<file path="config.mk">
export PLATFORM = sky130hd
export DESIGN_NAME = spi_master_cfg
export DESIGN_NICKNAME = d
export VERILOG_FILES = /design/src/rtl/spi_master_cfg.sv
export SDC_FILE = /design/constraint.sdc
export NUM_CORES = 1
export LEC_CHECK = 0
export ABC_AREA = 1
export ABC_CLOCK_PERIOD_IN_PS = 1770
export CORE_ASPECT_RATIO = 1.2
export CORE_MARGIN = 2
export CORE_UTILIZATION = 53
export CTS_CLUSTER_SIZE = 12
export DETAILED_ROUTE_END_ITERATION = 7
export PLACE_DENSITY = 0.86
export SLEW_MARGIN = 20
export SYNTH_ARGS = -nofsm -noshare
export SYNTH_HDL_FRONTEND = slang
export SYNTH_SLANG_ARGS = --single-unit
</file>
<file path="constraint.sdc">
create_clock -name clk -period 1.77 [get_ports clk]
set_clock_uncertainty 0.1 [all_clocks]
set_input_delay 0.177 -clock clk [delete_from_list [all_inputs] [get_ports clk]]
set_output_delay 0.177 -clock clk [all_outputs]
set_load 0.01 [all_outputs]
</file>
<file path="src/rtl/spi_master_cfg.sv">
// SPI master with a divided sclk, all four CPOL/CPHA modes, selectable bit order
// and a configurable word width.
module spi_master_cfg #(
    parameter int DATA_WIDTH = 8,
    parameter int CLK_DIV    = 2
) (
    input  logic                  clk,
    input  logic                  rst,
    input  logic                  cpol,
    input  logic                  cpha,
    input  logic                  lsb_first,
    input  logic [DATA_WIDTH-1:0] tx_data,
    input  logic                  tx_valid,
    output logic                  tx_ready,
    output logic [DATA_WIDTH-1:0] rx_data,
    output logic                  rx_valid,
    output logic                  busy,
    output logic                  sclk,
    output logic                  mosi,
    input  logic                  miso,
    output logic                  cs_n
);
    localparam int EDGES  = 2 * DATA_WIDTH;
    localparam int DIV_W  = $clog2(CLK_DIV + 1);
    localparam int EDGE_W = $clog2(EDGES + 1);

    typedef enum logic [1:0] {IDLE, SETUP, TRANSFER, HOLD} state_t;

    state_t                  state;
    logic [DIV_W-1:0]        div_cnt;
    logic [EDGE_W-1:0]       edge_cnt;
    logic [DATA_WIDTH-1:0]   tx_sh;
    logic [DATA_WIDTH-1:0]   rx_sh;
    logic                    cpha_q;
    logic                    lsb_q;

    logic [DATA_WIDTH-1:0]   tx_ord;
    logic                    div_done;
    logic                    sample;
    logic                    last_edge;

    function automatic logic [DATA_WIDTH-1:0] rev(input logic [DATA_WIDTH-1:0] v);
        logic [DATA_WIDTH-1:0] r;
        for (int i = 0; i < DATA_WIDTH; i++) r[i] = v[DATA_WIDTH-1-i];
        return r;
    endfunction

    // Both shift registers always work MSB-side; LSB-first is handled by mirroring
    // the word on the way in and on the way out.
    always_comb begin
        tx_ord    = lsb_first ? rev(tx_data) : tx_data;
        div_done  = (div_cnt == DIV_W'(CLK_DIV - 1));
        sample    = ~edge_cnt[0] ^ cpha_q;
        last_edge = (edge_cnt == EDGE_W'(EDGES - 1));
    end

    assign tx_ready = (state == IDLE) && !rst;
    assign busy     = (state != IDLE);

    always_ff @(posedge clk) begin
        if (rst) begin
            state    <= IDLE;
            cs_n     <= 1'b1;
            sclk     <= 1'b0;
            mosi     <= 1'b0;
            rx_data  <= '0;
            rx_valid <= 1'b0;
            div_cnt  <= '0;
            edge_cnt <= '0;
            tx_sh    <= '0;
            rx_sh    <= '0;
            cpha_q   <= 1'b0;
            lsb_q    <= 1'b0;
        end else begin
            rx_valid <= 1'b0;
            case (state)
                IDLE: begin
                    sclk     <= cpol;
                    mosi     <= 1'b0;
                    cs_n     <= 1'b1;
                    div_cnt  <= '0;
                    edge_cnt <= '0;
                    if (tx_valid) begin
                        state  <= SETUP;
                        cs_n   <= 1'b0;
                        cpha_q <= cpha;
                        lsb_q  <= lsb_first;
                        // cpha=0 needs the first bit on the wire before the first edge
                        if (!cpha) begin
                            mosi  <= tx_ord[DATA_WIDTH-1];
                            tx_sh <= {tx_ord[DATA_WIDTH-2:0], 1'b0};
                        end else begin
                            tx_sh <= tx_ord;
                        end
                    end
                end
                SETUP: begin
                    if (div_done) begin
                        div_cnt <= '0;
                        state   <= TRANSFER;
                    end else begin
                        div_cnt <= div_cnt + 1'b1;
                    end
                end
                TRANSFER: begin
                    if (div_done) begin
                        div_cnt  <= '0;
                        sclk     <= ~sclk;
                        edge_cnt <= edge_cnt + 1'b1;
                        if (sample) begin
                            rx_sh <= {rx_sh[DATA_WIDTH-2:0], miso};
                        end else if (!last_edge) begin
                            mosi  <= tx_sh[DATA_WIDTH-1];
                            tx_sh <= tx_sh << 1;
                        end
                        if (last_edge) begin
                            state    <= HOLD;
                            edge_cnt <= '0;
                        end
                    end else begin
                        div_cnt <= div_cnt + 1'b1;
                    end
                end
                HOLD: begin
                    if (div_done) begin
                        div_cnt  <= '0;
                        state    <= IDLE;
                        cs_n     <= 1'b1;
                        rx_valid <= 1'b1;
                        rx_data  <= lsb_q ? rev(rx_sh) : rx_sh;
                    end else begin
                        div_cnt <= div_cnt + 1'b1;
                    end
                end
                default: state <= IDLE;
            endcase
        end
    end
endmodule

</file>
* Yosys cells after proc, flatten, opt, wreduce, memory -nomap -nowiden
Cells that the tools add are included.
** Operators by class
- Bitwise operators :: 4
- Multiplexer cells :: 31
- Reduce and logical (&&, ||, !) cells :: 16
- Equal/unequal tests :: 12
- Add/subtract/negate cells :: 2
** Operators by type and width (count)
- 8-bit two-way mux :: 7
- 8-bit case mux with 2 select lines :: 1
- 2-bit != test (second input constant) :: 7
- 2-bit two-way mux :: 6
- 5-bit two-way mux :: 2
- 5-bit case mux with 2 select lines :: 1
- 5-bit AND reduction :: 2
- 1-bit two-way mux :: 9
- 2-bit case mux with 4 select lines :: 1
- 2-bit AND reduction :: 4
- 1-bit case mux with 2 select lines :: 3
- 2-bit nonzero test :: 3
- 5-bit by 1-bit adder with 5-bit output (second input constant) :: 1
- 5-bit by 4-bit == test with 1-bit output (second input constant) :: 1
- 2-bit by 1-bit == test with 1-bit output (second input constant) :: 2
- 2-bit == test (second input constant) :: 2
- 2-bit case mux with 2 select lines :: 1
- 4-bit AND reduction :: 1
- 1-bit NOT :: 3
- 3-bit AND reduction :: 1
- 3-bit OR reduction :: 1
- 2-bit by 1-bit adder with 2-bit output (second input constant) :: 1
- 2-bit logical NOT :: 1
- 2-bit OR reduction :: 1
- 3 further kinds :: 3
** Storage, ports and cells
- Bits in registers :: 39
- Input port bits :: 15
- Word-level logic and storage cells :: 77

* Longest topological paths before layout
- Depth in word-level cells :: 5
- Gate-level depth with buffers :: 11

* Worst setup path before layout
OpenSTA, ideal clock, no wires.
- Kind :: flip-flop to flip-flop
- Start point :: register state[0]
- End point :: register tx_sh[2]
- Library setup time :: 113 ps
- Arrival time :: 1387 ps
- Path buffers :: 2
- Required time :: 1557 ps
- Cell stages (with the launch flop) :: 11
- Setup slack :: 170 ps
- Cell sequence :: dfxtp_1 -> inv_1 -> ha_1 -> buf_6 -> inv_2 -> nor2_2 -> nor2_4 -> nand4_4 -> buf_6 -> nor2_1 -> nor2_1
** Between the ends
- Cells in the longest elaborated chain, start to end :: 3
** RTL lines
- from (decl) :: line 29 : state_t state;
- from (signal assigned) :: line 62 : state <= IDLE;
- from (signal assigned) :: line 84 : state <= SETUP;
- from (signal assigned) :: line 100 : state <= TRANSFER;
- 2-bit == test or 2-bit logical NOT (tied branches) :: line 76 : case (state)
- 2-bit != test (no line) or 2-bit nonzero test (tied branches)
- 5-bit AND reduction (no line)
- to (signal assigned) :: line 91 : tx_sh <= {tx_ord[DATA_WIDTH-2:0], 1'b0};
- to (signal assigned) :: line 93 : tx_sh <= tx_ord;
- to (signal assigned) :: line 114 : tx_sh <= tx_sh << 1;
- to (decl) :: line 32 : logic [DATA_WIDTH-1:0] tx_sh;
Several ways; a longest one is shown, not always the timed one.
A chain may end at the register's enable or synchronous reset.

* Worst setup path after layout
- Start point :: register state[0]
- End point :: output tx_ready
** Between the ends
- Cells in the longest elaborated chain, start to end :: 2
** RTL lines
- 2-bit logical NOT :: line 57 : assign tx_ready = (state == IDLE) && !rst;
- 1-bit logical AND :: line 57
- to (decl) :: line 14 : output logic tx_ready,
No other way between the ends.

==> impl_metrics.env <==
export IMPL_status="finished, final reports clean"
export IMPL_cts_buffer_depth=2
export IMPL_min_path_cells=1
export IMPL_initial_core_util=0.548
export IMPL_fillers=299
export IMPL_grtUsageTotal=0.211
export IMPL_highest_layer="met4"
export IMPL_hold_viol=0
export IMPL_io_pins=29
export IMPL_cts_buffers_inserted=5
export IMPL_min_to="div_cnt[0]$_SDFF_PP0_"
export IMPL_wl_met1_um=1760
export IMPL_final_max_slew_viol_count=0
export IMPL_wl_per_cell_um=11.5
export IMPL_fmax_ghz=0.594
export IMPL_ys_ff_latch=39
export IMPL_max_cap_violations=0
export IMPL_tightestPinTransition_ns=0.451
export IMPL_synth_cells=280
export IMPL_drtAntennaViolNets=0
export IMPL_r2r_start="state[0]$_SDFFE_PP0P_"
export IMPL_max_vdd_ir_drop_mv=0.945
export IMPL_final_nets=338
export IMPL_seq_area_frac_synth=0.399
export IMPL_crit_path_end_kind="primary output"
export IMPL_layout_common_cells="nand2_1, dfxtp_1, nor2_1"
export IMPL_clk_latency_ns=0.29
export IMPL_ys_types=27
export IMPL_vias_per_cell=5.24
export IMPL_regArea_um2=781
export IMPL_dp_slack_ns=0.0300
export IMPL_cts_root_buf="clkbuf_8"
export IMPL_cp_required_ns=1.49
export IMPL_drive_gt1_frac=0.107
export IMPL_drc_errors=0
export IMPL_row_count=24
export IMPL_io_buffers=28
export IMPL_syn_nets=301
export IMPL_firstDrtPassIters=4
export IMPL_diodes=0
export IMPL_yosysWarningCount=0
export IMPL_reg2reg_depth=9
export IMPL_arrival_ns=1.41
export IMPL_clock_sinks=39
export IMPL_setup_viol=0
export IMPL_crit_fanout=5
export IMPL_fin_ws_ns=0.0861
export IMPL_hold_start="div_cnt[0]$_SDFF_PP0_"
export IMPL_total_power_w=0.00306
export IMPL_instances_no_fill=357
export IMPL_finalSetupTns_ns=0
export IMPL_overflow=0
export IMPL_finalWorstPathRequiredPeriod_ns=1.68
export IMPL_core_area_um2=3570
export IMPL_power_density_nw_per_um2=1260
export IMPL_grt_max_degree=19
export IMPL_fin_crit_sh=0.951
export IMPL_die_x_um=59.5
export IMPL_postCtsHoldBufs=0
export IMPL_slew_headroom=0.699
export IMPL_cts_tree="yes"
export IMPL_grt_pass1_wl_um=6940
export IMPL_syn_to_final_growth_pct=24.0
export IMPL_min_path_type="reg2reg"
export IMPL_die_y_um=70.6
export IMPL_syn_cell_area_um2=1960
export IMPL_htree_levels=2
export IMPL_critPathLaunchType="flop"
export IMPL_antenna_found_initial=0
export IMPL_dr_wl_met2_um=2140
export IMPL_drt_iter0_drc=89
export IMPL_wl_um=4120
export IMPL_dieArea_um2=4200
export IMPL_routabilityCongestion=0.868
export IMPL_hpwl_um=3000
export IMPL_via_count=1871
export IMPL_r2r_slack_ns=0.10
export IMPL_p_leak_nw=1.05
export IMPL_layout_commonest_cell="nand2_1"
export IMPL_multi_input_area_um2=1000
export IMPL_fin_util=0.680
export IMPL_post_cts_buffers=0
export IMPL_synth_area_per_cell_um2=6.99
export IMPL_dp_cells=348
export IMPL_clkTransAtPathRegs_ns=0.07
export IMPL_rsz0062_at_grt="yes"
export IMPL_grt_pass1_vias=1717
export IMPL_wl_met3_um=155
export IMPL_path_class="reg2out"
export IMPL_worstReg2RegEnd="edge_cnt[3]$_SDFFE_PP0P_"
## per-stage QoR
stage / cell area (µm²) / hold slack (ns)
floorplan: 1960 / 0.242
finish: 2430 / 0.321
global route: 2430 / 0.348
detailed placement: 2310 / 0.317
global placement: 2310 / 0.307
CTS: 2390 / 0.328
## worst max-delay path: stages, from the launching register on
cell and delay (ns):
dfxtp_1 0.36, inv_1 0.09, ha_2 0.22, inv_1 0.13, nor2_1 0.05, dlygate4sd2_1 0.28
## power breakdown
group / switching (W) / internal [W]
registers: 0.0000959 / 0.00104
logic: 0.000783 / 0.000554
clock network: 0.000313 / 0.000270
total: 0.00119 / 0.00186
## layout make-up
| class | instances | area share |
|---|---|---|
| Clock buffer | 5 | 0.0283 |
| Clock inverter | 3 | 0.00618 |
| Inverter | 36 | 0.0556 |
| Multi-Input combinational cell | 194 | 0.412 |
| Sequential cell | 39 | 0.321 |
| Tap cell | 39 | 0.0201 |
| Timing Repair Buffer | 41 | 0.156 |
## synthesized netlist by cell type
library cell | count | share of area
ha_1 | 6 | 0.038
clkbuf_1 | 4 | 0.0077
buf_1 | 1 | 0.0019
or2_4 | 1 | 0.0045
buf_2 | 2 | 0.0051
nor3_1 | 2 | 0.0051
nor2_1 | 36 | 0.069
xor2_1 | 1 | 0.0045
nand4_1 | 2 | 0.0064
a22o_1 | 6 | 0.027
a211oi_1 | 1 | 0.0038
nand3_1 | 13 | 0.033
dfxtp_1 | 39 | 0.40
nand2_2 | 2 | 0.0064
nand4_4 | 1 | 0.011
inv_2 | 2 | 0.0038
inv_1 | 34 | 0.065
nand2_1 | 64 | 0.12
and2_1 | 2 | 0.0064
nor2_4 | 1 | 0.0058
o211ai_1 | 6 | 0.023
a21oi_1 | 19 | 0.049
buf_6 | 3 | 0.017
buf_4 | 2 | 0.0077
o21ai_0 | 28 | 0.072
nor2_2 | 1 | 0.0032
o21ai_1 | 1 | 0.0026
## timing repair
action | in CTS | in global routing
setup endpoints to repair | 2 | 13
gates cloned | 0 | 1
pin swaps | 0 | 1
gates resized for setup | 3 | 8
## flip-flops by register name, summed over array words and instances, names as in the netlist, 2 cells and up
register  count
div_cnt       2
edge_cnt      5
rx_data       8
rx_sh         8
state         2
tx_sh         8
## how the worst max path moves through the flow
| stage | start | endpoint | slack (ns) | cells after the start |
|---|---|---|---|---|
| floorplan | state[0]$_SDFFE_PP0P_ | tx_sh[2]$_SDFFE_PP0P_ | 0.17 | 10 |
| global placement | state[0]$_SDFFE_PP0P_ | tx_sh[1]$_SDFFE_PP0P_ | 0.08 | 8 |
| detailed placement | state[0]$_SDFFE_PP0P_ | tx_sh[1]$_SDFFE_PP0P_ | 0.03 | 8 |
| CTS | state[0]$_SDFFE_PP0P_ | tx_sh[1]$_SDFFE_PP0P_ | 0.009 | 8 |
| global route | state[1]$_SDFFE_PP0P_ | tx_ready | -0.02 | 5 |
| finish | state[0]$_SDFFE_PP0P_ | tx_ready | 0.09 | 5 |
## logic make-up after synthesis
group                    synth area share
AO/OA/AOI/OAI                       0.176
buffers and inverters               0.109
AND/OR/NAND/NOR                     0.273
XOR/XNOR                          0.00447
adder cells (fa/ha/maj)            0.0383
flip-flops                          0.399
## layer usage
layer  GRT usage  vias up
met4      0.0758        0
li1            -      976
met2       0.361       38
met3      0.0695        8
met5           0        -
met1       0.238      849
(Power assumes the default switching activity.)
